$ cat src/rtl/bn2d_affine_stream_pkg.sv
// Shared constants and fixed-point helpers for the per-channel batch-norm affine stream.
package bn2d_affine_stream_pkg;

   localparam int DATA_W_DEF     = 16;
   localparam int FRAC_W_DEF     = 8;
   localparam int NUM_CH_DEF     = 8;
   localparam int PIX_PER_CH_DEF = 16;

   function automatic int idx_width(input int n);
      return (n > 1) ? $clog2(n) : 1;
   endfunction

   // Half an LSB of the output Q format; zero when there are no fractional bits to round away.
   function automatic longint round_const(input int frac);
      if (frac > 0) begin
         return longint'(1) <<< (frac - 1);
      end
      return 0;
   endfunction

   function automatic longint sat_signed(input longint v, input int w);
      longint hi;
      longint lo;
      hi = (longint'(1) <<< (w - 1)) - 1;
      lo = -hi - 1;
      if (v > hi) begin
         return hi;
      end
      if (v < lo) begin
         return lo;
      end
      return v;
   endfunction

endpackage

$ cat src/rtl/bn2d_affine_stream_if.sv
// Streaming input/output handshake bundle of the batch-norm affine stage.
interface bn2d_affine_stream_if #(
   parameter int DATA_W = 16,
   parameter int CH_W   = 3
);
   logic                     in_valid;
   logic                     in_ready;
   logic signed [DATA_W-1:0] in_data;
   logic                     out_valid;
   logic                     out_ready;
   logic signed [DATA_W-1:0] out_data;
   logic [CH_W-1:0]          out_ch;
   logic                     out_last;

   modport master (
      output in_valid, in_data, out_ready,
      input  in_ready, out_valid, out_data, out_ch, out_last
   );

   modport slave (
      input  in_valid, in_data, out_ready,
      output in_ready, out_valid, out_data, out_ch, out_last
   );
endinterface

$ cat src/rtl/bn2d_affine_stream_core.sv
// Two-stage affine datapath: S1 multiplies, S2 adds bias, rounds, shifts, saturates and applies ReLU.
module bn2d_affine_stream_core
   import bn2d_affine_stream_pkg::*;
#(
   parameter int DATA_W = DATA_W_DEF,
   parameter int FRAC_W = FRAC_W_DEF,
   parameter int CH_W   = 3
) (
   input  logic                     clk,
   input  logic                     rst,
   input  logic                     in_fire,
   input  logic signed [DATA_W-1:0] in_x,
   input  logic signed [DATA_W-1:0] in_w,
   input  logic signed [DATA_W-1:0] in_b,
   input  logic                     in_relu,
   input  logic [CH_W-1:0]          in_ch,
   input  logic                     in_last,
   input  logic                     advance,
   output logic                     s1_valid,
   output logic                     out_valid,
   output logic signed [DATA_W-1:0] out_data,
   output logic [CH_W-1:0]          out_ch,
   output logic                     out_last
);

   localparam int PROD_W = 2 * DATA_W;
   localparam int ACC_W  = 2 * DATA_W + 2;
   localparam logic signed [ACC_W-1:0] RND = ACC_W'(round_const(FRAC_W));

   logic signed [PROD_W-1:0] s1_prod;
   logic signed [DATA_W-1:0] s1_bias;
   logic                     s1_relu;
   logic [CH_W-1:0]          s1_ch;
   logic                     s1_last;
   logic signed [ACC_W-1:0]  acc;
   logic signed [ACC_W-1:0]  shifted;
   logic signed [DATA_W-1:0] y;

   // S1 refills whenever it is empty or its content moves into S2 this cycle.
   always_ff @(posedge clk) begin
      if (rst) begin
         s1_valid <= 1'b0;
         s1_prod  <= '0;
         s1_bias  <= '0;
         s1_relu  <= 1'b0;
         s1_ch    <= '0;
         s1_last  <= 1'b0;
      end else if (!s1_valid || advance) begin
         s1_valid <= in_fire;
         if (in_fire) begin
            s1_prod <= PROD_W'(in_x) * PROD_W'(in_w);
            s1_bias <= in_b;
            s1_relu <= in_relu;
            s1_ch   <= in_ch;
            s1_last <= in_last;
         end
      end
   end

   // Arithmetic shift of the rounded sum gives round-half-toward-plus-infinity.
   always_comb begin
      acc     = ACC_W'(s1_prod) + (ACC_W'(s1_bias) <<< FRAC_W) + RND;
      shifted = acc >>> FRAC_W;
      y       = DATA_W'(sat_signed(64'(shifted), DATA_W));
      if (s1_relu && y[DATA_W-1]) begin
         y = '0;
      end
   end

   always_ff @(posedge clk) begin
      if (rst) begin
         out_valid <= 1'b0;
         out_data  <= '0;
         out_ch    <= '0;
         out_last  <= 1'b0;
      end else if (advance) begin
         out_valid <= s1_valid;
         if (s1_valid) begin
            out_data <= y;
            out_ch   <= s1_ch;
            out_last <= s1_last;
         end
      end
   end

endmodule

$ cat src/rtl/bn2d_affine_stream.sv
// Per-channel batch-norm affine stream: weight/bias register file, frame sequencer and handshake around the core.
module bn2d_affine_stream
   import bn2d_affine_stream_pkg::*;
#(
   parameter int DATA_W     = DATA_W_DEF,
   parameter int FRAC_W     = FRAC_W_DEF,
   parameter int NUM_CH     = NUM_CH_DEF,
   parameter int PIX_PER_CH = PIX_PER_CH_DEF,
   parameter int CH_W       = idx_width(NUM_CH)
) (
   input  logic                     clk,
   input  logic                     rst,
   input  logic                     cfg_we,
   input  logic [CH_W-1:0]          cfg_ch,
   input  logic signed [DATA_W-1:0] cfg_weight,
   input  logic signed [DATA_W-1:0] cfg_bias,
   input  logic                     relu_en,
   bn2d_affine_stream_if.slave      strm
);

   localparam int PIX_W = idx_width(PIX_PER_CH);

   logic signed [DATA_W-1:0] w_rf [NUM_CH];
   logic signed [DATA_W-1:0] b_rf [NUM_CH];
   logic [CH_W-1:0]          ch_cnt;
   logic [PIX_W-1:0]         pix_cnt;
   logic                     s1_valid;
   logic                     advance;
   logic                     in_fire;
   logic                     pix_wrap;
   logic                     ch_wrap;

   assign advance       = !strm.out_valid || strm.out_ready;
   assign strm.in_ready = !s1_valid || advance;
   assign in_fire       = strm.in_valid && strm.in_ready;
   assign pix_wrap      = (pix_cnt == PIX_W'(PIX_PER_CH - 1));
   assign ch_wrap       = (ch_cnt == CH_W'(NUM_CH - 1));

   // Registered file, so an accept in the same cycle as a write reads the old entry.
   always_ff @(posedge clk) begin
      if (rst) begin
         for (int i = 0; i < NUM_CH; i++) begin
            w_rf[i] <= '0;
            b_rf[i] <= '0;
         end
      end else if (cfg_we && (int'(cfg_ch) < NUM_CH)) begin
         w_rf[cfg_ch] <= cfg_weight;
         b_rf[cfg_ch] <= cfg_bias;
      end
   end

   always_ff @(posedge clk) begin
      if (rst) begin
         pix_cnt <= '0;
         ch_cnt  <= '0;
      end else if (in_fire) begin
         if (pix_wrap) begin
            pix_cnt <= '0;
            ch_cnt  <= ch_wrap ? '0 : ch_cnt + 1'b1;
         end else begin
            pix_cnt <= pix_cnt + 1'b1;
         end
      end
   end

   bn2d_affine_stream_core #(
      .DATA_W (DATA_W),
      .FRAC_W (FRAC_W),
      .CH_W   (CH_W)
   ) u_core (
      .clk       (clk),
      .rst       (rst),
      .in_fire   (in_fire),
      .in_x      (strm.in_data),
      .in_w      (w_rf[ch_cnt]),
      .in_b      (b_rf[ch_cnt]),
      .in_relu   (relu_en),
      .in_ch     (ch_cnt),
      .in_last   (pix_wrap && ch_wrap),
      .advance   (advance),
      .s1_valid  (s1_valid),
      .out_valid (strm.out_valid),
      .out_data  (strm.out_data),
      .out_ch    (strm.out_ch),
      .out_last  (strm.out_last)
   );

endmodule
$ cat src/flat_wrapper.sv
// flat-port wrapper written by rule: the top's interface ports become plain ports
module bn2d_affine_stream_flat import bn2d_affine_stream_pkg::*;
#(
   parameter int DATA_W     = DATA_W_DEF,
   parameter int FRAC_W     = FRAC_W_DEF,
   parameter int NUM_CH     = NUM_CH_DEF,
   parameter int PIX_PER_CH = PIX_PER_CH_DEF,
   parameter int CH_W       = idx_width(NUM_CH)
)
  (clk, rst, cfg_we, cfg_ch, cfg_weight, cfg_bias, relu_en, strm_in_valid, strm_in_data, strm_out_ready, strm_in_ready, strm_out_valid, strm_out_data, strm_out_ch, strm_out_last);
  bn2d_affine_stream_if #(.DATA_W(DATA_W), .CH_W(CH_W)) strm_i ();
  input  logic clk;
  input  logic rst;
  input  logic cfg_we;
  input  logic [CH_W-1:0] cfg_ch;
  input  logic signed [DATA_W-1:0] cfg_weight;
  input  logic signed [DATA_W-1:0] cfg_bias;
  input  logic relu_en;
  input wire logic [$bits(strm_i.in_valid)-1:0] strm_in_valid;
  input wire logic [$bits(strm_i.in_data)-1:0] strm_in_data;
  input wire logic [$bits(strm_i.out_ready)-1:0] strm_out_ready;
  output wire logic [$bits(strm_i.in_ready)-1:0] strm_in_ready;
  output wire logic [$bits(strm_i.out_valid)-1:0] strm_out_valid;
  output wire logic [$bits(strm_i.out_data)-1:0] strm_out_data;
  output wire logic [$bits(strm_i.out_ch)-1:0] strm_out_ch;
  output wire logic [$bits(strm_i.out_last)-1:0] strm_out_last;
  assign strm_i.in_valid = strm_in_valid;
  assign strm_i.in_data = strm_in_data;
  assign strm_i.out_ready = strm_out_ready;
  assign strm_in_ready = strm_i.in_ready;
  assign strm_out_valid = strm_i.out_valid;
  assign strm_out_data = strm_i.out_data;
  assign strm_out_ch = strm_i.out_ch;
  assign strm_out_last = strm_i.out_last;
  bn2d_affine_stream #(.DATA_W(DATA_W), .FRAC_W(FRAC_W), .NUM_CH(NUM_CH), .PIX_PER_CH(PIX_PER_CH), .CH_W(CH_W)) u_core (.clk(clk), .rst(rst), .cfg_we(cfg_we), .cfg_ch(cfg_ch), .cfg_weight(cfg_weight), .cfg_bias(cfg_bias), .relu_en(relu_en), .strm(strm_i));
endmodule
$ cat config.mk
export PLATFORM = sky130hd
export DESIGN_NAME = bn2d_affine_stream_flat
export DESIGN_NICKNAME = d
export VERILOG_FILES = /design/src/rtl/bn2d_affine_stream_pkg.sv /design/src/rtl/bn2d_affine_stream_if.sv /design/src/rtl/bn2d_affine_stream_core.sv /design/src/rtl/bn2d_affine_stream.sv /design/src/flat_wrapper.sv
export SDC_FILE = /design/constraint.sdc
export NUM_CORES = 1
export LEC_CHECK = 0
export CAP_MARGIN = 30
export CORE_ASPECT_RATIO = 0.5
export CORE_UTILIZATION = 50
export CTS_BUF_LIST = sky130_fd_sc_hd__clkbuf_4
export DETAILED_ROUTE_END_ITERATION = 10
export GPL_TIMING_DRIVEN = 0
export PLACE_DENSITY = 0.7
export SLEW_MARGIN = 40
export SYNTH_ARGS = -nofsm -noshare
export SYNTH_HDL_FRONTEND = slang
export SYNTH_HIERARCHICAL = 1
export SYNTH_SLANG_ARGS = --single-unit
$ cat constraint.sdc
create_clock -name clk -period 7.05 [get_ports clk]
set_input_delay 1.0575 -clock clk [delete_from_list [all_inputs] [get_ports clk]]
set_output_delay 1.0575 -clock clk [all_outputs]
set_load 0.1 [all_outputs]
* Word level (Yosys, flattened, before mapping)
Memories as Yosys holds them, arrays and structs flattened. A register that Yosys moved wholly into a read port is not among the register bits.
Cells that the tools add are included.
** Storage, ports and cells
- Flip-flop bits (word level) :: 66
- Latch bits :: 0
- Bits in writable memories :: 256
- Bits in read-only memories :: 0
- Input port bits :: 57
- Output and inout bits :: 22
- Memories :: 2
** Memory list
- u_core.b_rf :: words 8, width 16, rd ports 1, clocked after memory_dff 1, wr ports 8, line bn2d_affine_stream.sv:24 : logic signed [DATA_W-1:0] b_rf [NUM_CH];
- u_core.w_rf :: words 8, width 16, rd ports 1, clocked after memory_dff 1, wr ports 8, line bn2d_affine_stream.sv:23 : logic signed [DATA_W-1:0] w_rf [NUM_CH];
** Operators by class
- Add/sub/neg operators :: 4
- $mul :: 1
- Divide/modulo/power cells :: 0
- Order comparisons :: 2
- Equal/unequal tests :: 2
- Shift-type cells :: 0
- Mux-type cells :: 23
- Bitwise gates (word level) :: 0
- Reduce and logical (&&, ||, !) cells :: 12
** Operators by type and width (count)
- 2-to-1 mux 16 bit :: 6
- adder 33 x 9 -> 34 bit (second input constant) :: 1
- adder 32 x 24 -> 33 bit :: 1
- multiplier 16 x 16 -> 32 bit :: 1
- OR reduction 16 bit :: 2
- > comparator 26 x 16 -> 1 bit (second input constant) :: 1
- < comparator 26 x 16 -> 1 bit (second input constant) :: 1
- 2-to-1 mux 15 bit :: 1
- 2-to-1 mux 3 bit :: 5
- 2-to-1 mux 1 bit :: 10
- AND reduction 2 bit :: 3
- adder 4 x 1 -> 4 bit (second input constant) :: 1
- equality test 4 bit (second input constant) :: 1
- 2-to-1 mux 4 bit :: 1
- adder 3 x 1 -> 3 bit (second input constant) :: 1
- equality test 3 bit (second input constant) :: 1
- logical AND 1 bit :: 3
- logical NOT 1 bit :: 2
- logical OR 1 bit :: 2

* Longest topological paths before layout
- Depth in word-level cells :: 9
- Mapped depth :: 28

* Cells and area by module
The synthesis kept the hierarchy.
** By module, submodules not included
- bn2d_affine_stream_core :: times used 1, cells an instance 1537, area each 13426.6 um^2, seq. area each 1361.3 um^2
- bn2d_affine_stream :: times used 1, cells an instance 724, area each 12142.9 um^2, seq. area each 7887.6 um^2

* Worst setup path before layout
OpenSTA, ideal clock, no wires.
- Kind :: register to register
- From :: reg (tool-made name)
- To :: reg u_core.u_core.s1_prod[30]
- Data arrival time :: 7.258 ns
- Data required time :: 6.988 ns
- Setup slack :: -0.270 ns
- Stages on the path, launching flop included :: 26
- Buffers on the path :: 3
- Clock period less this slack :: 7.320 ns
- Cells stage by stage :: dfxtp_1 > clkbuf_2 > buf_1 > mux4_2 > mux2_4 > clkbuf_1 > nand2_1 > inv_1 > fa_1 > fa_1 > fa_1 > fa_1 > fa_1 > inv_1 > fa_1 > inv_1 > ha_1 > o21a_1 > o21ai_0 > nand2b_1 > nand2_1 > o31ai_1 > a31o_2 > a41oi_1 > or4_1 > nand3_1
** RTL lines
- end signal, assigned :: line bn2d_affine_stream_core.sv:51 : s1_prod <= PROD_W'(in_x) * PROD_W'(in_w);
- end, declared :: line bn2d_affine_stream_core.sv:30 : logic signed [PROD_W-1:0] s1_prod;

* Final worst setup path
- From :: in strm_in_data[6]
- To :: reg u_core.u_core.s1_prod[29]
** On the way
- Longest elaborated chain between the ends :: 1
** Ends and longest elaborated chain
- start, declared :: line flat_wrapper.sv:20 : input wire logic [$bits(strm_i.in_data)-1:0] strm_in_data;
- multiplier 16 x 16 -> 32 bit :: line bn2d_affine_stream_core.sv:51
No other way between the ends.
A chain may end at the register's enable or synchronous reset.

==> results.ini <==
[placed_design]
pre_cts_slack_ns = -1.230
gp_congestion = 0.9427
dp.final_hpwl_um = 45760
port_buffers = 78

[cts]
cts_made_buffers = 84
cts_tree = yes
htree_levels = 3
clkSinkCount = 334
insertion_delay_ns = 0.77
clock-root-buffer = clkbuf_4
clockBufferDepth = 3
clk_pin_slew_ns = 0.06

[sta]
clock-skew-final_ns = 0.05916
max_freq_mhz = 139.6
finalMaxSlewViolations = 0
setup_ws_ns = -0.1128
finalCriticalPeriod_ns = 7.163
setup_violations = 2
rsz0062_at_grt = yes
slew_headroom_pct = 54.44
fin_crit_sh_pct = 101.6
worst_pin_slew_ns = 0.6835
finalHoldViolCount = 0

[final_layout]
fin_nets = 2907
final_common_cell = and2_1
final_layout_size_suffix_gt1_share_pct = 17.32
final_cell_mix = and2_1 (377), inv_1 (310), edfxtp_1 (256)
synthToLayoutAreaGrowth_pct = 15.00
fin_util_pct = 58.38

[yosys]
syn_nets = 2686
ys_seq_area_share_pct = 36.17
synth-main-ff-cell = edfxtp_1
avgSynthCellArea_sq_um = 11.31
ys_types = 74
syn_inst = 2261
ys_ff_latch = 334
synthArstFlopShare_pct = 0
syn-cell-area_sq_um = 25570
yosysWarnings = 6
synth_edf_count = 256

[grt]
grtUsageMet2_pct = 41.64
grt_pass1_wl_um = 99810
grt_pass1_vias = 18210
grt_overflow = 0
antenna_found_initial = 2
grt_start_max_net_pins = 33
grt-busiest-layer = met2
grtUsageMet1_pct = 34.33
met3_usage_pct = 3.928
grt_use_total_pct = 25.05

[hold_path]
min_path_cells = 2
min_path_type = reg2reg

[critical_path]
critPathRequiredTime_ns = 7.66
critical_path_class = in2reg
rr_worst_depth = 23
cp-start-kind = input port
arrival_ns = 7.77
cp-end-kind = flip-flop
worstPathMaxFanout = 10

[route]
drc = 0
post_drt_wl_per_cell_um = 19.61
drt_iter0_drc = 1227
viasPerCell = 5.420
drt_pass1_iterations = 5
ant_nets = 0
drt_wl_total_um = 63370
via_count = 17516

[die]
die_area_sq_um = 52100
die_y_um = 161.9
core_sq_um = 50360
ios = 79
rows = 58
start_util_pct = 50.77
dieWidth_um = 321.8

[job]
maxCapViolCount = 0

[run_status]
failed_checks = negative setup slack
status = finished with violations

critical path, cell delays in order:
cell             delay (ns)
clkdlybuf4s50_1        0.74
clkbuf_1               0.50
nand2_1                0.15
fa_1                   0.53
inv_1                  0.05
fa_1                   0.50
inv_1                  0.06
fa_1                   0.53
inv_1                  0.06
fa_1                   0.51
fa_1                   0.49
inv_1                  0.05
fa_1                   0.49
inv_1                  0.08
ha_4                   0.18
a211oi_4               0.19
a21boi_4               0.22
o211ai_1               0.13
a21oi_2                0.26
o31ai_4                0.12
a221o_1                0.33
a211o_1                0.28
a32o_1                 0.26
sequential cells by signal (all words and copies together) (netlist names), named ones only:
name and flops:
u_core/b_rf 128, u_core/w_rf 128, u_core/u_core/s1_prod 25, u_core/u_core/out_data 16, u_core/u_core/s1_bias 16, u_core/pix_cnt 4
u_core/ch_cnt 3, u_core/u_core/out_ch 3, u_core/u_core/s1_ch 3, u_core/u_core/out_last 1, u_core/u_core/out_valid 1, u_core/u_core/s1_last 1
u_core/u_core/s1_relu 1, u_core/u_core/s1_valid 1
final timing paths:
path | startpoint | end | slack (ns)
worst max-delay path | strm_in_data[6] | u_core/u_core/s1_prod[29] | -0.11
worst min-delay path | u_core/u_core/out_last | u_core/u_core/out_last | 0.45
worst max register to register | flip-flop | u_core/u_core/s1_prod[29] | -0.10
worst min register to register | u_core/u_core/out_last | u_core/u_core/out_last | 0.45
per-stage QoR:
stage / std cells / TNS, ns / area [sq um] / hold slack, ns
after floorplan: 2261 / 0 / 25590 / 0.4362
after global placement: 3029 / -13.70 / 27230 / 0.4477
after detailed placement: 3029 / -14.86 / 27150 / 0.4503
after CTS: 3215 / -0.2418 / 29050 / 0.4584
after global routing: 3232 / -1.140 / 29400 / 0.4770
final: 3232 / -0.1429 / 29400 / 0.4545
synthesized netlist by cell type (all sizes together), types with 4 or more instances:
library cell | instances | area share [%]
dfxtp | 78 | 6.1
nand2 | 231 | 3.4
or2 | 9 | 0.22
inv | 326 | 4.8
nor4b | 4 | 0.14
o21ai | 21 | 0.41
buf | 22 | 0.61
a31o | 4 | 0.14
xor2 | 17 | 0.58
clkbuf | 80 | 1.2
nand3 | 19 | 0.37
a31oi | 4 | 0.098
and4 | 4 | 0.14
a21oi | 94 | 1.9
nand4 | 10 | 0.24
mux2 | 34 | 1.8
and2 | 388 | 9.5
nor2b | 11 | 0.27
edfxtp | 256 | 30
fa | 262 | 21
xnor2 | 35 | 1.2
nand2b | 13 | 0.32
mux4 | 64 | 6.2
o31ai | 6 | 0.18
o211ai | 13 | 0.40
a211o | 4 | 0.14
a21o | 18 | 0.53
nor3 | 13 | 0.27
a211oi | 9 | 0.26
o311ai | 13 | 0.45
ha | 106 | 5.2
nor2 | 44 | 0.65
o21bai | 5 | 0.16
o21a | 9 | 0.26
kinds of logic after synthesis:
group           synth area share, %
xor+xnor                      1.781
fa+ha+maj                     25.70
mux                           8.015
flops                         36.17
compound gates                5.799
simple gates                  15.92
buf+inv                       6.611
cell type report:
type	instances	area (sq um)
inverters	326	1224
flip-flops and latches	334	9250
clock inverters	15	95.09
clock buffers	129	968.4
multi-input cells	1499	15090
well taps	690	863.3
repair buffers	135	1207
plain buffers	102	700.7
diodes	2	5.005
fillers	4180	20960
repair_timing:
item | 4_1_cts | 5_1_grt
hold buffers | 0 | 0
setup endpoints to repair | 20 | 12
gates cloned | 3 | 0
pin swaps | 45 | 55
buffers inserted | 39 | 15
gates resized for setup | 128 | 61
routing by layer:
layer | part of all wire [%] | vias up | wire length, um
met3 | 6.8 | 102 | 4318
li1 | - | 7966 | -
met1 | 43 | 8860 | 27290
met4 | 2.0 | 0 | 1252
met5 | 0 | - | 0
met2 | 48 | 588 | 30500
Power is not shown: default switching activity piles up to over one toggle a cycle in this logic, so the estimate is an artifact.
